===== src/rtl/inc_gen_pkg.sv =====
// Shared definitions for the push-button increment pulse generator:
// FSM state encodings, default timing constants and a small helper.
package inc_gen_pkg;

  typedef enum logic [1:0] {
    IDLE         = 2'd0,
    PRESS_WAIT   = 2'd1,
    PRESSED      = 2'd2,
    RELEASE_WAIT = 2'd3
  } state_t;

  localparam int DEF_DEBOUNCE_CYCLES = 16;
  localparam int DEF_HOLD_CYCLES     = 50;
  localparam int DEF_REPEAT_CYCLES   = 10;

  // Larger of two integers, used to size the auto-repeat counter.
  function automatic int max2(input int a, input int b);
    return (a > b) ? a : b;
  endfunction

endpackage


===== src/rtl/sync_2ff.sv =====
// Generic two-flop synchronizer for asynchronous board inputs.
// Both flops reset to 0 asynchronously.
module sync_2ff #(
  parameter int WIDTH = 1
) (
  input  logic             clk,
  input  logic             resetn,
  input  logic [WIDTH-1:0] d,
  output logic [WIDTH-1:0] q
);

  logic [WIDTH-1:0] meta;

  // Two back-to-back flops give the first one a full cycle to resolve.
  always_ff @(posedge clk or negedge resetn) begin
    if (!resetn) begin
      meta <= '0;
      q    <= '0;
    end else begin
      meta <= d;
      q    <= meta;
    end
  end

endmodule


===== src/rtl/inc_pulse_gen.sv =====
// Push-button to increment-pulse converter: synchronizes a raw bouncy
// button, debounces press and release, and emits one registered
// single-cycle inc_out pulse per accepted press.
// Optional feature macro AUTO_REPEAT_EN: while the press is held, extra
// pulses follow after HOLD_CYCLES and then every REPEAT_CYCLES.
module inc_pulse_gen
  import inc_gen_pkg::*;
#(
  parameter int DEBOUNCE_CYCLES = DEF_DEBOUNCE_CYCLES,
  parameter int HOLD_CYCLES     = DEF_HOLD_CYCLES,
  parameter int REPEAT_CYCLES   = DEF_REPEAT_CYCLES
) (
  input  logic clk,
  input  logic resetn,
  input  logic btn_in,
  output logic inc_out,
  output logic btn_level
);

  localparam int                CNT_W    = $clog2(DEBOUNCE_CYCLES);
  localparam logic [CNT_W-1:0]  CNT_LAST = CNT_W'(DEBOUNCE_CYCLES - 1);

  // Reject parameter values the timing logic cannot honour.
  if (DEBOUNCE_CYCLES < 2 || REPEAT_CYCLES < 2 || HOLD_CYCLES < 1) begin : g_param_check
    $error("inc_pulse_gen: DEBOUNCE_CYCLES and REPEAT_CYCLES must be >= 2, HOLD_CYCLES >= 1");
  end

  logic             btn_sync;
  state_t           state, state_nxt;
  logic [CNT_W-1:0] cnt, cnt_nxt;
  logic             press_pulse;
  logic             inc_nxt;
  logic             level_nxt;

  sync_2ff #(.WIDTH(1)) u_sync (
    .clk    (clk),
    .resetn (resetn),
    .d      (btn_in),
    .q      (btn_sync)
  );

  // Debounce FSM: a WAIT state must see DEBOUNCE_CYCLES more agreeing
  // samples before committing; any reversal abandons the attempt.
  always_comb begin
    state_nxt   = state;
    cnt_nxt     = cnt;
    press_pulse = 1'b0;
    case (state)
      IDLE: begin
        if (btn_sync) state_nxt = PRESS_WAIT;
      end
      PRESS_WAIT: begin
        if (!btn_sync) begin
          state_nxt = IDLE;
        end else if (cnt == CNT_LAST) begin
          state_nxt   = PRESSED;
          press_pulse = 1'b1;
        end else begin
          cnt_nxt = cnt + 1'b1;
        end
      end
      PRESSED: begin
        if (!btn_sync) state_nxt = RELEASE_WAIT;
      end
      RELEASE_WAIT: begin
        if (btn_sync) begin
          state_nxt = PRESSED;
        end else if (cnt == CNT_LAST) begin
          state_nxt = IDLE;
        end else begin
          cnt_nxt = cnt + 1'b1;
        end
      end
      default: state_nxt = IDLE;
    endcase
    // Every state change starts the next debounce window from zero.
    if (state_nxt != state) cnt_nxt = '0;
    level_nxt = (state_nxt == PRESSED) || (state_nxt == RELEASE_WAIT);
  end

`ifdef AUTO_REPEAT_EN
  localparam int                REP_W     = $clog2(max2(HOLD_CYCLES, REPEAT_CYCLES));
  localparam logic [REP_W-1:0]  HOLD_LAST = REP_W'(HOLD_CYCLES - 1);
  localparam logic [REP_W-1:0]  REP_LAST  = REP_W'(REPEAT_CYCLES - 1);

  logic [REP_W-1:0] rep, rep_nxt;
  logic             rep_phase, rep_phase_nxt;
  logic             rep_fire;

  // Auto-repeat timer: counts only while staying in PRESSED; first waits
  // out the hold period, then fires at the repeat period. Any entry to or
  // exit from PRESSED restarts it in the hold phase.
  always_comb begin
    rep_nxt       = '0;
    rep_phase_nxt = 1'b0;
    rep_fire      = 1'b0;
    if (state == PRESSED && state_nxt == PRESSED) begin
      rep_phase_nxt = rep_phase;
      rep_nxt       = rep + 1'b1;
      if (rep == (rep_phase ? REP_LAST : HOLD_LAST)) begin
        rep_fire      = 1'b1;
        rep_nxt       = '0;
        rep_phase_nxt = 1'b1;
      end
    end
    inc_nxt = press_pulse | rep_fire;
  end

  // Auto-repeat timer registers.
  always_ff @(posedge clk or negedge resetn) begin
    if (!resetn) begin
      rep       <= '0;
      rep_phase <= 1'b0;
    end else begin
      rep       <= rep_nxt;
      rep_phase <= rep_phase_nxt;
    end
  end
`else
  assign inc_nxt = press_pulse;
`endif

  // State, debounce counter and registered outputs update together.
  always_ff @(posedge clk or negedge resetn) begin
    if (!resetn) begin
      state     <= IDLE;
      cnt       <= '0;
      inc_out   <= 1'b0;
      btn_level <= 1'b0;
    end else begin
      state     <= state_nxt;
      cnt       <= cnt_nxt;
      inc_out   <= inc_nxt;
      btn_level <= level_nxt;
    end
  end

endmodule


===== config.mk =====
export PLATFORM = sky130hd
export DESIGN_NAME = inc_pulse_gen
export DESIGN_NICKNAME = d
export VERILOG_FILES = /design/src/rtl/inc_gen_pkg.sv /design/src/rtl/sync_2ff.sv /design/src/rtl/inc_pulse_gen.sv
export SDC_FILE = /design/constraint.sdc
export NUM_CORES = 1
export LEC_CHECK = 0
export ABC_AREA = 0
export CORE_AREA = 2 2 39 41
export CTS_CLUSTER_DIAMETER = 40
export DETAILED_ROUTE_END_ITERATION = 7
export DIE_AREA = 0 0 41 43
export PLACE_DENSITY = 0.52
export SETUP_SLACK_MARGIN = 0.4
export SYNTH_ARGS = -nofsm -noshare
export SYNTH_HDL_FRONTEND = slang
export SYNTH_SLANG_ARGS = --single-unit
export TNS_END_PERCENT = 5

===== constraint.sdc =====
create_clock -name clk -period 1.6 [get_ports clk]
set_input_delay 0.16 -clock clk [delete_from_list [all_inputs] [get_ports clk]]
set_output_delay 0.16 -clock clk [all_outputs]
set_load 0.01 [all_outputs]

# Word-level counts from Yosys, hierarchy flattened
# Cells that the tools add are included.
[word_totals]
ff_bits = 10
out_inout_bits = 2
word_cells = 35
[classes]
reduce_logical = 4
n_eq_ne = 9
n_addsub = 1
n_mux = 15
[ops]
columns = ["op", "n"]
rows = [
  ["4-bit two-way mux", 4],
  ["2-bit two-way mux", 6],
  ["2-bit == test, second input constant", 4],
  ["2-bit case mux with 4 select lines", 1],
  ["4-bit case mux with 2 select lines", 1],
  ["4-bit by 1-bit adder with 4-bit output, second input constant", 1],
  ["4-bit == test, second input constant", 1],
  ["1-bit two-way mux", 3],
  ["3-bit by 2-bit inequality test with 1-bit output, second input constant", 1],
  ["3-bit inequality test, second input constant", 1],
  ["3-bit AND reduction", 1],
  ["3-bit nonzero test", 1],
  ["2-bit by 1-bit == test with 1-bit output, second input constant", 1],
  ["2-bit zero test", 1],
  ["2-bit inequality test", 1],
  ["1-bit logical OR", 1],
]

# Logic depth before layout (Yosys ltp)
# Gate-level depths: netlist of run 1.
[depth]
depth_word = 7
depth_mapped = 4

# Modules after synthesis
# A second synthesis of run 1 with hierarchy kept.
[unflattened]
hier_cells = 34
hier_area_um2 = 437.9
[by_module_without_submodules]
columns = ["mod", "area_per_inst_um2", "n_inst", "cells_each"]
rows = [
  ["inc_pulse_gen", 387.9, 1, 32],
  ["sync_2ff", 50.0, 1, 2],
]

# Worst setup path after synthesis of run 1
# Ideal clock, no wire load.
[synth_timing]
kind = "register to register"
from = "register cnt[0]"
to = "register btn_level"
synth_period_minus_slack_ps = 1377
stages_incl_launch_ff = 5
arrival_time_ps = 1252
required_time_ps = 1475
path_buffers = 0
slack_ps = 223
cell_sequence = "dfrtp_1 ha_1 and3_1 nand2_1 mux2_2"
[synth_between]
elab_chain_len = 6
[synth_lines]
columns = ["element", "line_no", "source"]
rows = [
  ["from (decl)", "inc_pulse_gen.sv:30", "logic [CNT_W-1:0] cnt, cnt_nxt;"],
  ["from (signal assigned)", "inc_pulse_gen.sv:132", "cnt <= cnt_nxt;"],
  ["4-bit == test (*)", "inc_pulse_gen.sv:55, inc_pulse_gen.sv:68", ""],
  ["2-bit two-way mux (on tied branches)", "inc_pulse_gen.sv:68, inc_pulse_gen.sv:55", ""],
  ["2-bit two-way mux (on tied branches)", "inc_pulse_gen.sv:66, inc_pulse_gen.sv:53", ""],
  ["2-bit case mux with 4 select lines (*)", "inc_pulse_gen.sv:48", "case (state)"],
  ["2-bit == test", "inc_pulse_gen.sv:78", "level_nxt = (state_nxt == PRESSED) || (state_nxt == RELEASE_WAIT);"],
  ["1-bit logical OR (*)", "inc_pulse_gen.sv:78", ""],
  ["net level_nxt", "inc_pulse_gen.sv:33", "logic level_nxt;"],
  ["to (signal assigned)", "inc_pulse_gen.sv:134", "btn_level <= level_nxt;"],
  ["to (decl)", "inc_pulse_gen.sv:17", "output logic btn_level"],
]
# Mark *: on every way through the listed nets, which the timed path passes. The rest lies on a longest branch.
# A chain may end at the register's enable or synchronous reset.

# Worst setup path after layout of run 1
[layout_timing]
from = "register cnt[1]"
to = "register state[1]"
[layout_between]
elab_chain_len = 4
[layout_lines]
columns = ["element", "line_no", "source"]
rows = [
  ["4-bit == test (*)", "inc_pulse_gen.sv:55, inc_pulse_gen.sv:68", ""],
  ["2-bit two-way mux (on tied branches)", "inc_pulse_gen.sv:68, inc_pulse_gen.sv:55", ""],
  ["2-bit two-way mux (on tied branches)", "inc_pulse_gen.sv:66, inc_pulse_gen.sv:53", ""],
  ["2-bit case mux with 4 select lines (*)", "inc_pulse_gen.sv:48", ""],
  ["net state_nxt[1]", "inc_pulse_gen.sv:29", "state_t state, state_nxt;"],
  ["to (signal assigned)", "inc_pulse_gen.sv:131", "state <= state_nxt;"],
  ["to (decl)", "inc_pulse_gen.sv:29", ""],
]
# Marked as above.

==> impl_results.md, run 1 <==
- Status: completed
- Worst skew pair latency: 0.26 ns
- Layout Nets: 51
- Minimum clock period: 1.272 ns
- FF-to-FF path depth: 4
- Initial DRC count: 2
- Critical path arrival: 1.42 ns
- Most frequent cells in the layout: 10 x dfrtp_1, 4 x buf_4, 3 x nand3_1, 3 x clkbuf_4
- Post-detailed-route DRC marker count: 0
- R2r startpoint: cnt[1]
- CTS Buf Count: 3
- Required @ worst endpoint: 1.75 ns
- Fraction of layout instances using a drive strength above 1: 0.3261
- Global-route wire length before repair: 1.324 mm
- WL final: 846 um
- Reg clk slew, reported paths: 0.06 ns
- Clk buf depth: 2
- Syn. warnings: 0
- Hold Buf Count CTS: 0
- Area of the multi-input gates: 202.7 um2
- Slew @ Worst Pin: 0.4383 ns
- Busiest grt layer: met2
- Count of final setup violators: 0
- PortBufs: 4
- Cells after synthesis: 35
- Vias/cell: 4.903
- TNS Setup: 0 ns
- Initial antenna violation count: 0
- H-tree depth: 1
- Vias in the first global route: 301
- Area grow syn2layout: 33.05%
- Overall fraction of global-route tracks in use: 0.1231
- CTS Sinks: 10
- Starting Density: 0.3174
- Chip height: 43 um
- Worst-path maximum fanout: 3
- Post-DP HPWL: 557.6 um
- Seq/Total Area, Yosys: 0.5698
- Core area: 1384 um2
- Die area: 1763 um2
- Final Util: 0.4222
- Pre-antenna DRT Iters: 2
- Most common cell after layout, fill and taps aside: dfrtp_1
- Hold_ws: 0.2082 ns
- TritonCTS clock tree: done
- Via count: 304
- RePlAce Congestion: 0.7341
- IO Pins: 5
- Met2 usage: 0.1875
- Dpl ws: 0.2600 ns
- Met3 usage: 0.03141
- Slew HR: 0.7069
- Worst hold path class: in -> async
- Fmax: 786.2 MHz
- Pwr dens: 907.9 nW/um2
- Global route overflow: 0
- Slew Limit Fails: 0
- Root Buffer: clkbuf_4
- Lkg Pwr: 0.0003008 uW
- RSZ-0062 raised after global routing: yes
- Critical path origin: cnt[1]
- Avg Cell Area, Syn: 12.55 um2
- Maximum vdd drop: 0.5115 mV
- CP endpoint kind: flip-flop
- Largest net degree at the start of global routing: 11
- Skew final: 0.001854 ns
- # diodes: 0
- Post-Syn Area: 439.2 um2
- Synthesized flop and latch total: 10
- Synth Net Count: 39
- Antenna-violating nets left: 0
- Register area: 250.2 um2
- WS Path Type: reg -> reg
- Fillers: 129
- GRT met1 Usage: 0.1345
- Chip width: 41 um
- Distinct cells, synth: 23
- Maxcap violations: 0
- Period Utilization, post-route: 0.7950
- Final setup margin: 0.3280 ns
- Crit path launch type: flip-flop
- Routed len/inst: 13.65 um
- Endpoints failing hold: 0
- Row count: 14
report_power, final:
group          switching (uW)  internal (uW)  leakage [uW]  total, uW
Combinational            18.0           21.2      0.000149       39.2
Sequential               10.9            261      0.000131        272
Clock                    81.6            138     0.0000210        220
Total                     110            420      0.000301        531
worst max-delay path, stage by stage, from the launching register on:
cell	delay [ns]
dfrtp_1	0.38
ha_2	0.21
and3_4	0.21
nand2_4	0.06
mux2_4	0.31
final cells by class:
| type | instances | area share |
|---|---|---|
| Tap cell | 16 | 0.03426 |
| Clock buffer | 4 | 0.06210 |
| Sequential cell | 10 | 0.4283 |
| Timing Repair Buffer | 8 | 0.1221 |
| Inverter | 1 | 0.006424 |
| Multi-Input combinational cell | 23 | 0.3469 |
kinds of logic after synthesis:
family	share of synthesized area
fa+ha+maj	0.02849
buf+inv	0.01992
mux	0.05128
flops	0.5698
xor+xnor	0.07694
compound gates	0.1026
simple gates	0.1510
per-stage QoR:
step | power, uW | std cells | instance area [um2]
after floorplan | 292.6 | 35 | 461.7
after global placement | 305.9 | 54 | 516.7
after detailed placement | 308.0 | 54 | 516.7
after CTS | 538.8 | 59 | 559.3
after global routing | 564.0 | 62 | 584.3
final | 530.5 | 62 | 584.3
registers in the layout, indices dropped and copies added (netlist names):
| name | cells |
|---|---|
| u_sync.q | 1 |
| inc_out | 1 |
| btn_level | 1 |
| u_sync.meta | 1 |
| state | 2 |
| cnt | 4 |
synthesized netlist by cell type:
library cell,count,area share
nor3b_1,1,0.017
dfrtp_1,10,0.57
o2111ai_1,1,0.020
nor2_2,1,0.014
a21oi_1,2,0.023
xnor2_1,1,0.020
and4b_1,1,0.023
nand3_1,3,0.034
xor2_2,1,0.037
mux2_2,1,0.026
inv_1,1,0.0085
nand3b_1,1,0.017
and3_1,1,0.014
a22o_1,1,0.020
buf_2,1,0.011
ha_1,1,0.028
o31ai_1,1,0.017
nor2b_1,1,0.014
nand2_1,1,0.0085
a32o_1,1,0.023
mux2_1,1,0.026
nor2_1,1,0.0085
xor2_1,1,0.020
per-layer routing:
layer / vias up / part of all wire / routed length (um)
li1: 147 / - / -
met1: 151 / 0.41 / 343
met2: 4 / 0.54 / 461
met3: 2 / 0.031 / 26
met4: 0 / 0.017 / 14
met5: - / 0 / 0
worst paths after layout:
path	end	slack, ns
setup / recovery	state[1]	0.33
max in group asynchronous	state[0]	1.09
hold reg to reg	u_sync.q	0.36
hold / removal	cnt[2]	0.21
min in group clk	u_sync.meta	0.34
setup reg to reg	state[1]	0.33
repair_timing:
item / in CTS / in global routing
gates resized for setup: 1 / 1
setup endpoints to repair: 7 / 6
pin swaps: 0 / 1
setup buffers: 1 / 3
(Power assumes the default switching activity.)
==> run 2: changes to the inputs <==
PLACE_DENSITY = 0.53   (was 0.52)
clock period = 1.12 ns   (was 1.6 ns; I/O delays follow)
==> run 2 against run 1 <==
- setup slack got worse by 0.44 ns
- global-route usage increased by 0.94 points
- die area unchanged
- register-to-register slack got worse by 0.44 ns
- maximum frequency increased by 3.4%
- the flow now finishes with violations (negative setup slack)
- first-iteration DRC count decreased by 50%
- clock power increased by 6%
- power increased by 31%
- via count increased by 7.9%
- cell count increased by 8.1%
- clock skew increased by 0.0024 ns
- sequential share of layout area decreased by 2.2 points
==> impl_results.md, run 2 (synthesis gave the netlist of run 1 again) <==
- Lkg Pwr: 0.0003060 uW
- Slew @ Worst Pin: 0.4386 ns
- Overall fraction of global-route tracks in use: 0.1325
- Fillers: 133
- Antenna-violating nets left: 0
- Minimum clock period: 1.230 ns
- Count of final setup violators: 6
- Initial DRC count: 1
- Vias in the first global route: 377
- Fmax: 812.8 MHz
- Slew HR: 0.7067
- Slew Limit Fails: 0
- Final setup margin: -0.1103 ns
- R2r startpoint: cnt[0]
- Endpoints failing hold: 0
- Register area: 250.2 um2
- Via count: 328
- Hold Buf Count CTS: 0
- Maxcap violations: 0
- Worst hold path class: in -> async
- Routed len/inst: 12.24 um
- Largest net degree at the start of global routing: 11
- PortBufs: 4
- TritonCTS clock tree: done
- H-tree depth: 1
- Status: finished, violations left
- Fraction of layout instances using a drive strength above 1: 0.4510
- CTS Buf Count: 3
- WS Path Type: reg -> reg
- Post-DP HPWL: 641.9 um
- Maximum vdd drop: 0.5697 mV
- Vias/cell: 4.896
- Final Util: 0.4448
- Biggest regs: cnt (4), state (2)
- Period Utilization, post-route: 1.099
- IO Pins: 5
- # diodes: 0
- Row count: 14
- Final instance area: 615.6 um2
- Layout Nets: 57
- Chip width: 41 um
- Chip height: 43 um
- Max FFs per register: 4
- Area grow syn2layout: 40.17%
- CTS Sinks: 10
- Die area: 1763 um2
- Post-detailed-route DRC marker count: 0
- Initial antenna violation count: 0
- Root Buffer: clkbuf_4
- Largest Register: cnt
- Worst skew pair latency: 0.26 ns
- CP endpoint kind: flip-flop
- Failing checks: negative setup slack
- Most frequent cells in the layout: 10 x dfrtp_1, 9 x buf_4, 3 x nand3_1, 3 x clkbuf_4
- Core area: 1384 um2
- RSZ-0062 raised after global routing: yes
- Global-route wire length before repair: 1.497 mm
- Dpl ws: -0.1124 ns
- Required @ worst endpoint: 1.27 ns
- WL final: 820 um
- Critical path arrival: 1.38 ns
- Pwr dens: 1126 nW/um2
- Placed cell areas: 576.8 um2
- Global route overflow: 0
- Reg clk slew, reported paths: 0.06 ns
- Clk buf depth: 2
- Crit path launch type: flip-flop
- Pre-antenna DRT Iters: 2
- Hold_ws: 0.1584 ns
- Worst-path maximum fanout: 3
- Critical path origin: cnt[0]
- Most common cell after layout, fill and taps aside: dfrtp_1
- Starting Density: 0.3174
- Area of the multi-input gates: 210.2 um2
- RePlAce Congestion: 0.6347
- PnR Total Power: 693.0 uW
- Skew final: 0.004281 ns
run 2: path summary, 6_finish.rpt:
path | slack [ns] | to | depth (start not counted)
setup / recovery | -0.11 | state[1] | 4
setup reg to reg | -0.11 | state[1] | 4
hold reg to reg | 0.36 | u_sync.q | 0
min in group clk | 0.29 | u_sync.meta | 1
max in group asynchronous | 0.65 | cnt[1] | 1
hold / removal | 0.16 | cnt[0] | 1
run 2: layer usage:
| metal | vias to the layer above | track usage | share of wire |
|---|---|---|---|
| li1 | 161 | - | - |
| met2 | 7 | 0.1781 | 0.49 |
| met3 | 3 | 0.04712 | 0.034 |
| met1 | 157 | 0.1655 | 0.44 |
| met5 | - | 0 | 0 |
| met4 | 0 | 0.1000 | 0.029 |
run 2: per-stage QoR:
stage | TNS, ns | std cells
after floorplan | -0.2888 | 35
final | -0.3050 | 67
after CTS | -0.2944 | 67
after global routing | -0.7185 | 67
after global placement | -0.2290 | 62
after detailed placement | -0.2991 | 62
run 2: worst max-delay path: stages (launching register included):
cell and delay (ns):
dfrtp_1 0.39, ha_2 0.20, and3_4 0.16, nand2_4 0.07, mux2_4 0.30
run 2: area by class of cell:
type / count / share of cell area
Tap cell: 16 / 0.03252
Sequential cell: 10 / 0.4065
Clock buffer: 3 / 0.03659
Multi-Input combinational cell: 23 / 0.3415
Timing Repair Buffer: 14 / 0.1768
Inverter: 1 / 0.006098
run 2: power breakdown:
group	leakage (uW)	internal (uW)	switching, uW
sequential	0.000131	373	13.0
clock	0.0000138	124	111
combinational	0.000161	42.5	30.2
run 2: timing repair:
action,CTS,global route
cloned,0,0
buffers inserted,2,0
resized for setup,9,1
pin swaps,4,0
endpoints found under the setup margin,10,10
==> run 3: changes to the inputs <==
SYNTH_HIERARCHICAL = 1   (was unset)
clock period = 1.05 ns   (was 1.12 ns; I/O delays follow)
==> run 3 against run 2 <==
- the flow still finishes with violations (negative setup slack)
- synthesized cell count decreased by 2.9%
- critical path type unchanged
- sequential power rose by 5.4%
- maximum frequency rose by 1.4%
==> impl_results.md, run 3 <==
- Status: finished, violations left
- Failing checks: negative setup slack
- Minimum clock period: 1.214 ns
- WL final: 799 um
- Via count: 309
- Final instance area: 580.6 um2
- Area grow syn2layout: 32.57%
- Global-route wire length before repair: 1.414 mm
- Chip width: 41 um
- Root Buffer: clkbuf_4
- Most common cell after layout, fill and taps aside: dfrtp_1
- Overall fraction of global-route tracks in use: 0.1318
- Vias/cell: 4.828
- CTS Sinks: 10
- Slew HR: 0.7088
- Clk buf depth: 2
- Endpoints failing hold: 0
- Avg Cell Area, Syn: 12.88 um2
- Global route overflow: 0
- Most common cell in the synthesized netlist: dfrtp_1
- Fmax: 823.9 MHz
- Maximum vdd drop: 0.5291 mV
- Slew Limit Fails: 0
- Starting Density: 0.3165
- WS Path Type: reg -> reg
- Fillers: 126
- Slew @ Worst Pin: 0.4354 ns
- RR Endpoint: btn_level
- Die area: 1763 um2
- Routed len/inst: 12.48 um
- Max FFs per register: 4
- Placed cell areas: 553.0 um2
- # diodes: 0
- Reg clk slew, reported paths: 0.06 ns
- Hold Buf Count CTS: 0
- Layout Nets: 54
- Post-Syn Area: 437.9 um2
- R2r startpoint: cnt[1]
- Inst Count DP: 61
- Most frequent cells in the layout: 10 x dfrtp_1, 7 x buf_4, 3 x clkbuf_4
- Area leader, netlist: dfrtp_1
- Final setup margin: -0.1638 ns
- Cells after synthesis: 34
- Worst-path maximum fanout: 3
- Largest Register: cnt
- Required @ worst endpoint: 1.20 ns
- IO Pins: 5
- PortBufs: 4
- Final cell count without fillers: 64
- Most frequent cells after synthesis: 10 x dfrtp_1, 2 x mux2_1, 2 x nand3_1, 2 x nand3b_1
- Post-detailed-route DRC marker count: 0
- Maxcap violations: 0
- Yosys top cell area share: 0.5714
- Count of final setup violators: 8
- Distinct cells, synth: 22
- Syn. warnings: 6
- Biggest regs: cnt (4), state (2)
- Initial antenna violation count: 0
- RePlAce Congestion: 0.7721
- Synthesized flop and latch total: 10
- Worst hold path class: in -> async
- Vias in the first global route: 305
- Predominant post-synthesis flop cell: dfrtp_1
- Worst skew pair latency: 0.27 ns
- Pre-antenna DRT Iters: 4
- FF-to-FF path depth: 3
- Largest net degree at the start of global routing: 11
- RSZ-0062 raised after global routing: yes
- Area contributors post-synth: dfrtp_1 57%, mux2_1 5.1%, xor2_2 3.7%
- H-tree depth: 1
- R2r setup slk: -0.16 ns
- Crit path to: btn_level
- Crit path launch type: flip-flop
- Critical path origin: cnt[1]
- Antenna-violating nets left: 0
- Row count: 14
- Fraction of layout instances using a drive strength above 1: 0.4167
- CTS Buf Count: 3
- Synth Net Count: 38
- Critical path arrival: 1.37 ns
- Lkg Pwr: 0.0002823 uW
- Core area: 1384 um2
- Post-DP HPWL: 611.9 um
- Total setup buffers inserted after CTS: 0
- Initial DRC count: 7
- Pwr dens: 1257 nW/um2
- Chip height: 43 um
- CP endpoint kind: flip-flop
- Skew final: 0.005647 ns
- Period Utilization, post-route: 1.156
- Seq/Total Area, Yosys: 0.5714
- Post-synth EDFFs: 0
- TritonCTS clock tree: done
- Asr flop ratio synth: 1.000
-- run 3: how the worst min path moves through the flow --
stage | startpoint | endpoint | slack (ns) | cells past startpoint
6_report | resetn | state[1] | 0.14 | 1
5_1_grt | resetn | state[1] | 0.18 | 1
4_1_cts | resetn | state[1] | 0.15 | 1
3_5_place_dp | u_sync/meta | u_sync/q | 0.34 | 0
3_3_place_gp | u_sync/meta | u_sync/q | 0.34 | 0
2_1_floorplan | resetn | btn_level | -0.19 | 0
-- run 3: where the power goes --
group	leakage, uW	internal, uW	total (uW)	switching (uW)
clock network	0.0000138	132	257	125
registers	0.000131	398	407	9.22
logic	0.000137	35.0	66.1	31.1
-- run 3: cells by family after synthesis --
group / Yosys count / share of synthesized area
muxes: 2 / 0.05142
adders and majority gates: 1 / 0.02857
xor gates and xnor gates: 3 / 0.07716
AOI/OAI and AO/OA: 4 / 0.07141
buffers and inverters: 1 / 0.008563
DFF: 10 / 0.5714
and+or+nand+nor: 13 / 0.1915
-- run 3: worst max-delay path, cell delays in order (launching register included) --
cell and delay [ns]:
dfrtp_1 0.35, ha_2 0.19, nand4_1 0.20, mux2_4 0.37
-- run 3: stage by stage --
step	total power (uW)	TNS, ns	utilization	hold WS, ns	setup slack [ns]
after floorplan	439.2	-0.2187	-	-0.1906	-0.1093
after global placement	476.1	-0.4610	0.3996	0.3442	-0.09154
after detailed placement	478.8	-0.8507	0.3996	0.3380	-0.1821
after CTS	741.5	-0.7542	0.4105	0.1539	-0.1656
after global routing	775.0	-1.216	0.4195	0.1846	-0.2032
final	730.0	-0.7592	0.4195	0.1431	-0.1638
-- run 3: layout make-up --
class                      instances  area (um2)  area share
sequential                        10       250.2      0.4310
clock buffer                       3       22.52     0.03879
inverter                           1       3.754    0.006466
tap                               16       20.02     0.03448
multi-input combinational         23       201.4      0.3470
timing repair buffer              11       82.58      0.1422
-- run 3: repair_timing --
| item | CTS | global route |
|---|---|---|
| pin swaps | 4 | 2 |
| setup endpoints to repair | 10 | 10 |
| gates resized for setup | 10 | 3 |
| gates cloned | 0 | 0 |
-- run 3: per-layer routing --
layer | track usage | up-vias | wire length, um
met1 | 0.1667 | 146 | 320
met5 | 0 | - | 0
met2 | 0.1656 | 8 | 406
met3 | 0.03141 | 5 | 27
li1 | - | 150 | -
met4 | 0.1400 | 0 | 44
